===== src/rtl/simon_sequencer.sv =====
// Simon-Says round scheduler: grows a pseudo-random colour pattern, replays it on
// the display and checks player presses. All game timing is in prescaler ticks.
module simon_sequencer #(
  parameter int          MAX_LEN       = 16,
  parameter int          COLOR_BITS    = 2,
  parameter int          SHOW_TICKS    = 30,
  parameter int          GAP_TICKS     = 10,
  parameter int          INPUT_TIMEOUT = 250,
  parameter int          BUZZ_TICKS    = 60,
  parameter logic [7:0]  LFSR_SEED     = 8'hA5,
  localparam int         LVL_W         = $clog2(MAX_LEN + 1)
) (
  input  logic                  clk,
  input  logic                  reset,
  input  logic                  tick,
  input  logic                  start,
  input  logic                  btn_valid,
  input  logic [COLOR_BITS-1:0] btn_color,
  output logic                  show_valid,
  output logic [COLOR_BITS-1:0] show_color,
  output logic [LVL_W-1:0]      level,
  output logic [7:0]            score,
  output logic                  busy,
  output logic                  buzzer,
  output logic                  fail,
  output logic                  win,
  output logic [2:0]            dbg_state
);

  localparam int AW   = (MAX_LEN > 1) ? $clog2(MAX_LEN) : 1;
  localparam int TM1  = (SHOW_TICKS > GAP_TICKS) ? SHOW_TICKS : GAP_TICKS;
  localparam int TM2  = (INPUT_TIMEOUT > BUZZ_TICKS) ? INPUT_TIMEOUT : BUZZ_TICKS;
  localparam int TMAX = (TM1 > TM2) ? TM1 : TM2;
  localparam int TW   = $clog2(TMAX + 1);
  localparam logic [7:0] SEED = (LFSR_SEED == 8'h00) ? 8'h01 : LFSR_SEED;

  typedef enum logic [2:0] {
    S_IDLE, S_ADD, S_SHOW_ON, S_SHOW_OFF, S_WAIT_IN, S_ROUND_OK, S_FAIL, S_WIN
  } state_e;

  state_e                  state_q, state_d;
  logic [LVL_W-1:0]        level_q, level_d;
  logic [LVL_W-1:0]        idx_q, idx_d;
  logic [7:0]              score_q, score_d;
  logic [TW-1:0]           tcnt_q, tcnt_d;
  logic                    fail_q, fail_d;
  logic                    win_q, win_d;
  logic [7:0]              lfsr_q, lfsr_d;
  logic                    mem_we;
  logic [COLOR_BITS-1:0]   mem_q [MAX_LEN];
  logic [COLOR_BITS-1:0]   mem_rd;
  logic                    last;

  // Right-shifting Galois form of x^8+x^6+x^5+x^4+1; free-runs every clock.
  assign lfsr_d = {1'b0, lfsr_q[7:1]} ^ (lfsr_q[0] ? 8'hB8 : 8'h00);
  assign mem_rd = mem_q[idx_q[AW-1:0]];
  assign last   = (idx_q == level_q - LVL_W'(1));

  always_comb begin
    state_d = state_q;
    level_d = level_q;
    idx_d   = idx_q;
    score_d = score_q;
    fail_d  = fail_q;
    win_d   = win_q;
    mem_we  = 1'b0;
    tcnt_d  = tick ? tcnt_q + 1'b1 : tcnt_q;
    case (state_q)
      S_IDLE: begin
        if (start) begin
          state_d = S_ADD;
          level_d = '0;
          score_d = '0;
          fail_d  = 1'b0;
          win_d   = 1'b0;
        end
      end
      S_ADD: begin
        mem_we  = 1'b1;
        level_d = level_q + 1'b1;
        idx_d   = '0;
        state_d = S_SHOW_ON;
      end
      S_SHOW_ON: begin
        if (tick && tcnt_q == TW'(SHOW_TICKS - 1)) state_d = S_SHOW_OFF;
      end
      S_SHOW_OFF: begin
        if (tick && tcnt_q == TW'(GAP_TICKS - 1)) begin
          if (last) begin
            idx_d   = '0;
            state_d = S_WAIT_IN;
          end else begin
            idx_d   = idx_q + 1'b1;
            state_d = S_SHOW_ON;
          end
        end
      end
      S_WAIT_IN: begin
        // A press on the same clock as a tick pre-empts the timeout.
        if (btn_valid) begin
          if (btn_color == mem_rd) begin
            tcnt_d = '0;
            if (last) state_d = S_ROUND_OK;
            else      idx_d   = idx_q + 1'b1;
          end else begin
            state_d = S_FAIL;
          end
        end else if (tick && tcnt_q == TW'(INPUT_TIMEOUT - 1)) begin
          state_d = S_FAIL;
        end
      end
      S_ROUND_OK: begin
        if (score_q != 8'hFF) score_d = score_q + 8'd1;
        state_d = (level_q == LVL_W'(MAX_LEN)) ? S_WIN : S_ADD;
      end
      S_FAIL: begin
        if (tick && tcnt_q == TW'(BUZZ_TICKS - 1)) state_d = S_IDLE;
      end
      S_WIN: begin
        win_d   = 1'b1;
        state_d = S_IDLE;
      end
      default: state_d = S_IDLE;
    endcase
    if (state_d == S_FAIL && state_q != S_FAIL) fail_d = 1'b1;
    if (state_d != state_q) tcnt_d = '0;
  end

  always_ff @(posedge clk) begin
    if (reset) begin
      state_q <= S_IDLE;
      level_q <= '0;
      idx_q   <= '0;
      score_q <= '0;
      tcnt_q  <= '0;
      fail_q  <= 1'b0;
      win_q   <= 1'b0;
      lfsr_q  <= SEED;
    end else begin
      state_q <= state_d;
      level_q <= level_d;
      idx_q   <= idx_d;
      score_q <= score_d;
      tcnt_q  <= tcnt_d;
      fail_q  <= fail_d;
      win_q   <= win_d;
      lfsr_q  <= lfsr_d;
    end
  end

  // Pattern storage needs no reset: only entries below level are ever read.
  always_ff @(posedge clk) begin
    if (mem_we) mem_q[level_q[AW-1:0]] <= lfsr_q[COLOR_BITS-1:0];
  end

  assign show_valid = (state_q == S_SHOW_ON);
  assign show_color = show_valid ? mem_rd : '0;
  assign level      = level_q;
  assign score      = score_q;
  assign busy       = (state_q != S_IDLE);
  assign buzzer     = (state_q == S_FAIL);
  assign fail       = fail_q;
  assign win        = win_q;
  assign dbg_state  = state_q;

endmodule


===== config.mk =====
export PLATFORM = sky130hd
export DESIGN_NAME = simon_sequencer
export DESIGN_NICKNAME = d
export VERILOG_FILES = /design/src/rtl/simon_sequencer.sv
export SDC_FILE = /design/constraint.sdc
export NUM_CORES = 1
export LEC_CHECK = 0
export CORE_MARGIN = 10
export CORE_UTILIZATION = 56
export CTS_CLUSTER_DIAMETER = 150
export CTS_CLUSTER_SIZE = 10
export DETAILED_ROUTE_END_ITERATION = 10
export PLACE_DENSITY = 0.77
export SYNTH_ARGS = -nofsm -noshare
export SYNTH_HDL_FRONTEND = slang
export SYNTH_SLANG_ARGS = --single-unit

===== constraint.sdc =====
create_clock -name clk -period 3.2 [get_ports clk]
set_clock_uncertainty 0.05 [all_clocks]
set_input_delay 0.8 -clock clk [delete_from_list [all_inputs] [get_ports clk]]
set_output_delay 0.8 -clock clk [all_outputs]
set_load 0.1 [all_outputs]

After elaboration in Yosys (flattened, before gate mapping). Memory sizes are Yosys's and may differ from the RTL's. A register that Yosys moved wholly into a read port is not among the register bits. Index checks and enable logic that the tools add are counted.

Memories kept: 1. RAM bits: 32. Output and inout bits: 23. Bits of input ports: 7. Logic and storage cells: 95. Bits in registers: 39.

Memory list: mem_q (words 16, width 2, read ports 1, clocked after Yosys merged registers in 1, write ports 1, line 50) `logic [COLOR_BITS-1:0] mem_q [MAX_LEN];`.

Reductions and logical operators: 19. Equal/unequal tests: 24. Add/subtract/negate cells: 5. Multiplexer cells: 37. Bitwise operators: 1.

Operators by type and width (count): two-way mux 8 bit (7); two-way mux 3 bit (10); two-way mux 5 bit (6); one-hot mux 3 bit (8 select lines) (1); adder 8 x 1 -> 8 bit (second input constant) (2); one-hot mux 8 bit (2 select lines) (1); equality test 3 bit (second input constant) (5); one-hot mux 5 bit (3 select lines) (1); inequality test 2 bit (second input constant) (6); adder 5 x 1 -> 5 bit (second input constant) (2); one-hot mux 5 bit (2 select lines) (1); nonzero test 2 bit (5); equality test 8 x 4 -> 1 bit (second input constant) (1); equality test 8 x 5 -> 1 bit (second input constant) (1); equality test 8 x 6 -> 1 bit (second input constant) (1); equality test 8 bit (second input constant) (1); two-way mux 4 bit (2); inequality test 8 bit (second input constant) (1); XOR 7 x 8 -> 8 bit (1); equality test 3 x 2 -> 1 bit (second input constant) (2); two-way mux 1 bit (6); AND reduction 2 bit (3); nonzero test 3 bit (2); equality test 5 bit (1); other kinds (13) (17).

Depth between registers and ports, before layout.
Depth after elaboration: 10. Gate-level depth with buffers: 10. Gate-level depth less buffers: 9.

Worst setup path after synthesis. OpenSTA, ideal clock, no wires.

Path kind: reg2out. Start: register state_q[1] (netlist: dbg_state[1]). End: output show_color[0]. Arrival time: 3563 ps. Required time: 2350 ps. Buffers on the path: 0. Setup slack: -1213 ps. Stages on the path, launching flop included: 3. Path through: dfxtp_1 -> nand3_1 -> a211oi_1.

Word-level cells in the longest chain between the ends: 2.

RTL lines: start, declared (line 41) `state_e state_q, state_d;`; start signal, assigned (line 140) `state_q <= state_d;`; equality test 3 x 2 -> 1 bit (line 156) `assign show_valid = (state_q == S_SHOW_ON);`; two-way mux 2 bit (line 157) `assign show_color = show_valid ? mem_rd : '0;`; end, declared (line 20) `output logic [COLOR_BITS-1:0] show_color,`.

No other way between the ends.

==> reports/metrics.yaml <==
outcome:
  status: "finished, final reports clean"
drt:
  initialDrtViolationCount: 162
  drtAntennaViolNets: 0
  first_pass_iters: 4
  finalWirelength_um: 7690
  num_vias: 2668
  drc: 0
  routedWlPerCell_um: 16.5
  vias_per_cell: 5.71
yosys:
  synth_fa_ha_area_share_pct: 2.77
  async_reset_ff_share_pct: 0
  synthXorXnorAreaFrac_pct: 6.05
  synth.distinct_cells: 55
  synthesis.nets: 361
  yosys.area_share.simple_pct: 21.0
  synth_top_family_by_area: "simple AND/OR/NAND/NOR gates"
  synthCells: 346
  ys_warn_count: 0
  synth.avg_cell_area_um2: 10.5
  synth_seq_area_share_pct: 50.3
  synth_edf_count: 32
  synth_largest_area_cell: "edfxtp_1"
  ys.flop_type: "dfxtp_1"
  synth_compound_area_share_pct: 9.61
  synth_area_mm2: 0.00362
  ys_ff_latch: 75
  ys_top_cells_by_area: "edfxtp_1 (27%), dfxtp_1 (24%), nor2_1 (3.7%)"
  synthMuxAreaShare_pct: 7.22
  synth_top_area_share_pct: 26.5
grt:
  antenna_found_initial: 0
  grt_max_degree: 21
  grt_usage_pct: 15.8
  overflow: 0
  grt_pass1_vias: 2669
  grt_first_pass_wirelength_um: 12900
floorplanning:
  die_area_mm2: 0.0101
  num_rows: 29
  io_pins: 30
  chipWidth_um: 100
  start_util_pct: 57.3
  fp.dieH_um: 100
  core_mm2: 0.00631
clocking:
  h-tree-depth: 3
  cts_tree: "yes"
  cts_made_buffers: 9
  cts.sink_count: 75
  clk_path_buf_depth: 2
  clkTransAtPathRegs_ns: 0.09
  insertion_delay_ns: 0.35
  cts_setup_buffers: 0
  cts_root_buf: "clkbuf_8"
final_layout:
  drive_gt1_share_pct: 19.2
  synthToLayoutAreaGrowth_pct: 16.1
  fin_util_pct: 66.6
  stdcell_count: 467
  nets: 400
  diodes: 0
sta:
  grt_setup_unrepaired: "false"
  tightest_slew_ns: 0.706
  final_max_slew_viol_count: 0
  holdWs_ns: 0.386
  fmax_mhz: 340
  setup_viol_count_final: 0
  slew-limit-headroom_pct: 52.9
  fin_crit_sh_pct: 91.8
  hold_viol: 0
  fin_crit_ns: 2.94
  setup_ws_ns: 0.263
placement:
  port-buffer-count: 29
  place.gp.congestion: 0.844
  dpl.hpwl_um: 5500
  dp.cells: 451
  pre_cts_slack_ns: 0.0534
worst_setup_path:
  crit_path_end_kind: "output port"
  worstPathRequired_ns: 2.35
  critPathMaxFanout: 8
  arrival_ns: 2.09
  r2r_cells: 9
  r2r_start: "level[1]"
  cp-start-kind: "flop"
  path_class: "flop to output port"
min_path:
  worstHoldStart: "lfsr_q[3]"
  min_path_cells: 1
  hold_path.class: "flop to flop"
run:
  max-cap-violations: 0
power:
  max-vdd-ir-drop_uv: 338
  powerDensity_mw_per_mm2: 490
  leakagePower_nw: 1.51
-- layout make-up --
| type | count | area [um2] |
|---|---|---|
| Fill cell | 500 | 2110 |
| Sequential cell | 75 | 1830 |
| Multi-Input combinational cell | 246 | 1700 |
| Timing Repair Buffer | 42 | 355 |
| Clock buffer | 9 | 124 |
| Tap cell | 77 | 96.3 |
| Clock inverter | 7 | 58.8 |
| Inverter | 11 | 41.3 |
-- metal layers --
layer,part of all wire [%],up-vias,GRT usage (%)
li1,-,1334,-
met1,46,1274,20.3
met2,49,47,25.1
met3,3.7,13,3.57
met4,1.3,0,6.20
met5,0,-,0
-- critical path, stage by stage, from the launching register on --
cell      delay [ns]
dfxtp_4         0.43
buf_4           0.13
mux4_2          0.48
mux2i_1         0.22
nor2b_1         0.21
a211oi_2        0.08
buf_12          0.18
-- per-stage QoR --
step	cell area, um2	TNS, ns	power [mW]
2_1_floorplan	3630	-0.583	1.29
3_3_place_gp	4020	0	1.39
3_5_place_dp	4020	0	1.39
4_1_cts	4200	0	2.07
5_1_grt	4200	0	2.15
6_report	4200	0	2.06
-- synthesized netlist by cell type (4+ instances only) --
cell / count
o21ai_0: 7
inv_1: 11
nand3_1: 12
o211ai_1: 4
edfxtp_1: 32
or2_2: 7
a211oi_1: 6
and3_1: 4
nor2_1: 36
dfxtp_1: 43
mux4_2: 6
clkbuf_1: 11
nor3_1: 17
nand2b_1: 5
nor2b_1: 5
nand4_1: 8
nand2_1: 34
nand3b_1: 4
xnor2_1: 12
xor2_1: 13
mux2i_1: 4
or3_1: 4
a21oi_1: 13
ha_1: 8
-- state kept, by name (all words and copies together) (netlist names), named ones only --
signal / flops
tcnt_q: 8
lfsr_q: 8
idx_q: 5
score: 8
level: 5
mem_q: 32
win: 1
fail: 1
dbg_state: 3
-- cells by family (layout without fill, tap and decap cells) --
| logic type | after synthesis | in the layout |
|---|---|---|
| simple gates | 149 | 149 |
| xor+xnor | 25 | 25 |
| flops | 75 | 75 |
| fa+ha+maj | 8 | 8 |
| buf+inv | 25 | 69 |
| compound gates | 50 | 50 |
| mux | 14 | 14 |
-- worst paths after layout --
kind                        end  slack, ns
setup / recovery  show_color[0]       0.26
hold / removal        lfsr_q[2]       0.39
setup reg to reg           fail       0.43
hold reg to reg       lfsr_q[2]       0.39
-- placed cells by master, fill, tap and decap left out, drive strengths merged, types with 2 or more instances in the layout --
cell type       n
nand3          12
o22ai           2
nand2b          5
nor2b           6
inv            15
or4             2
or3             5
nand2          34
edfxtp         32
nand4           8
nor4b           2
a31oi           2
xnor2          12
clkbuf          9
nand3b          4
nor2           36
and3            4
nor3           17
ha              8
buf            36
clkdlybuf4s50   6
a211oi          7
dfxtp          43
o211ai          4
nor3b           3
mux2i           5
xor2           13
or2             7
mux4            8
a21oi          13
o21ai           7
clkinvlp        2
a21boi          2
-- where the power goes --
group / internal, mW / switching [mW] / total (mW)
registers: 1.02 / 0.0324 / 1.05
logic: 0.110 / 0.211 / 0.321
clock network: 0.294 / 0.391 / 0.685
total: 1.42 / 0.635 / 2.06
-- what timing repair did --
item | CTS | global route
resized for setup | 1 | 1
hold endpoints to repair | 0 | 0
hold buffers | 0 | 0
setup endpoints to repair | 1 | 1
No activity file was read; power rests on OpenSTA's default activity.
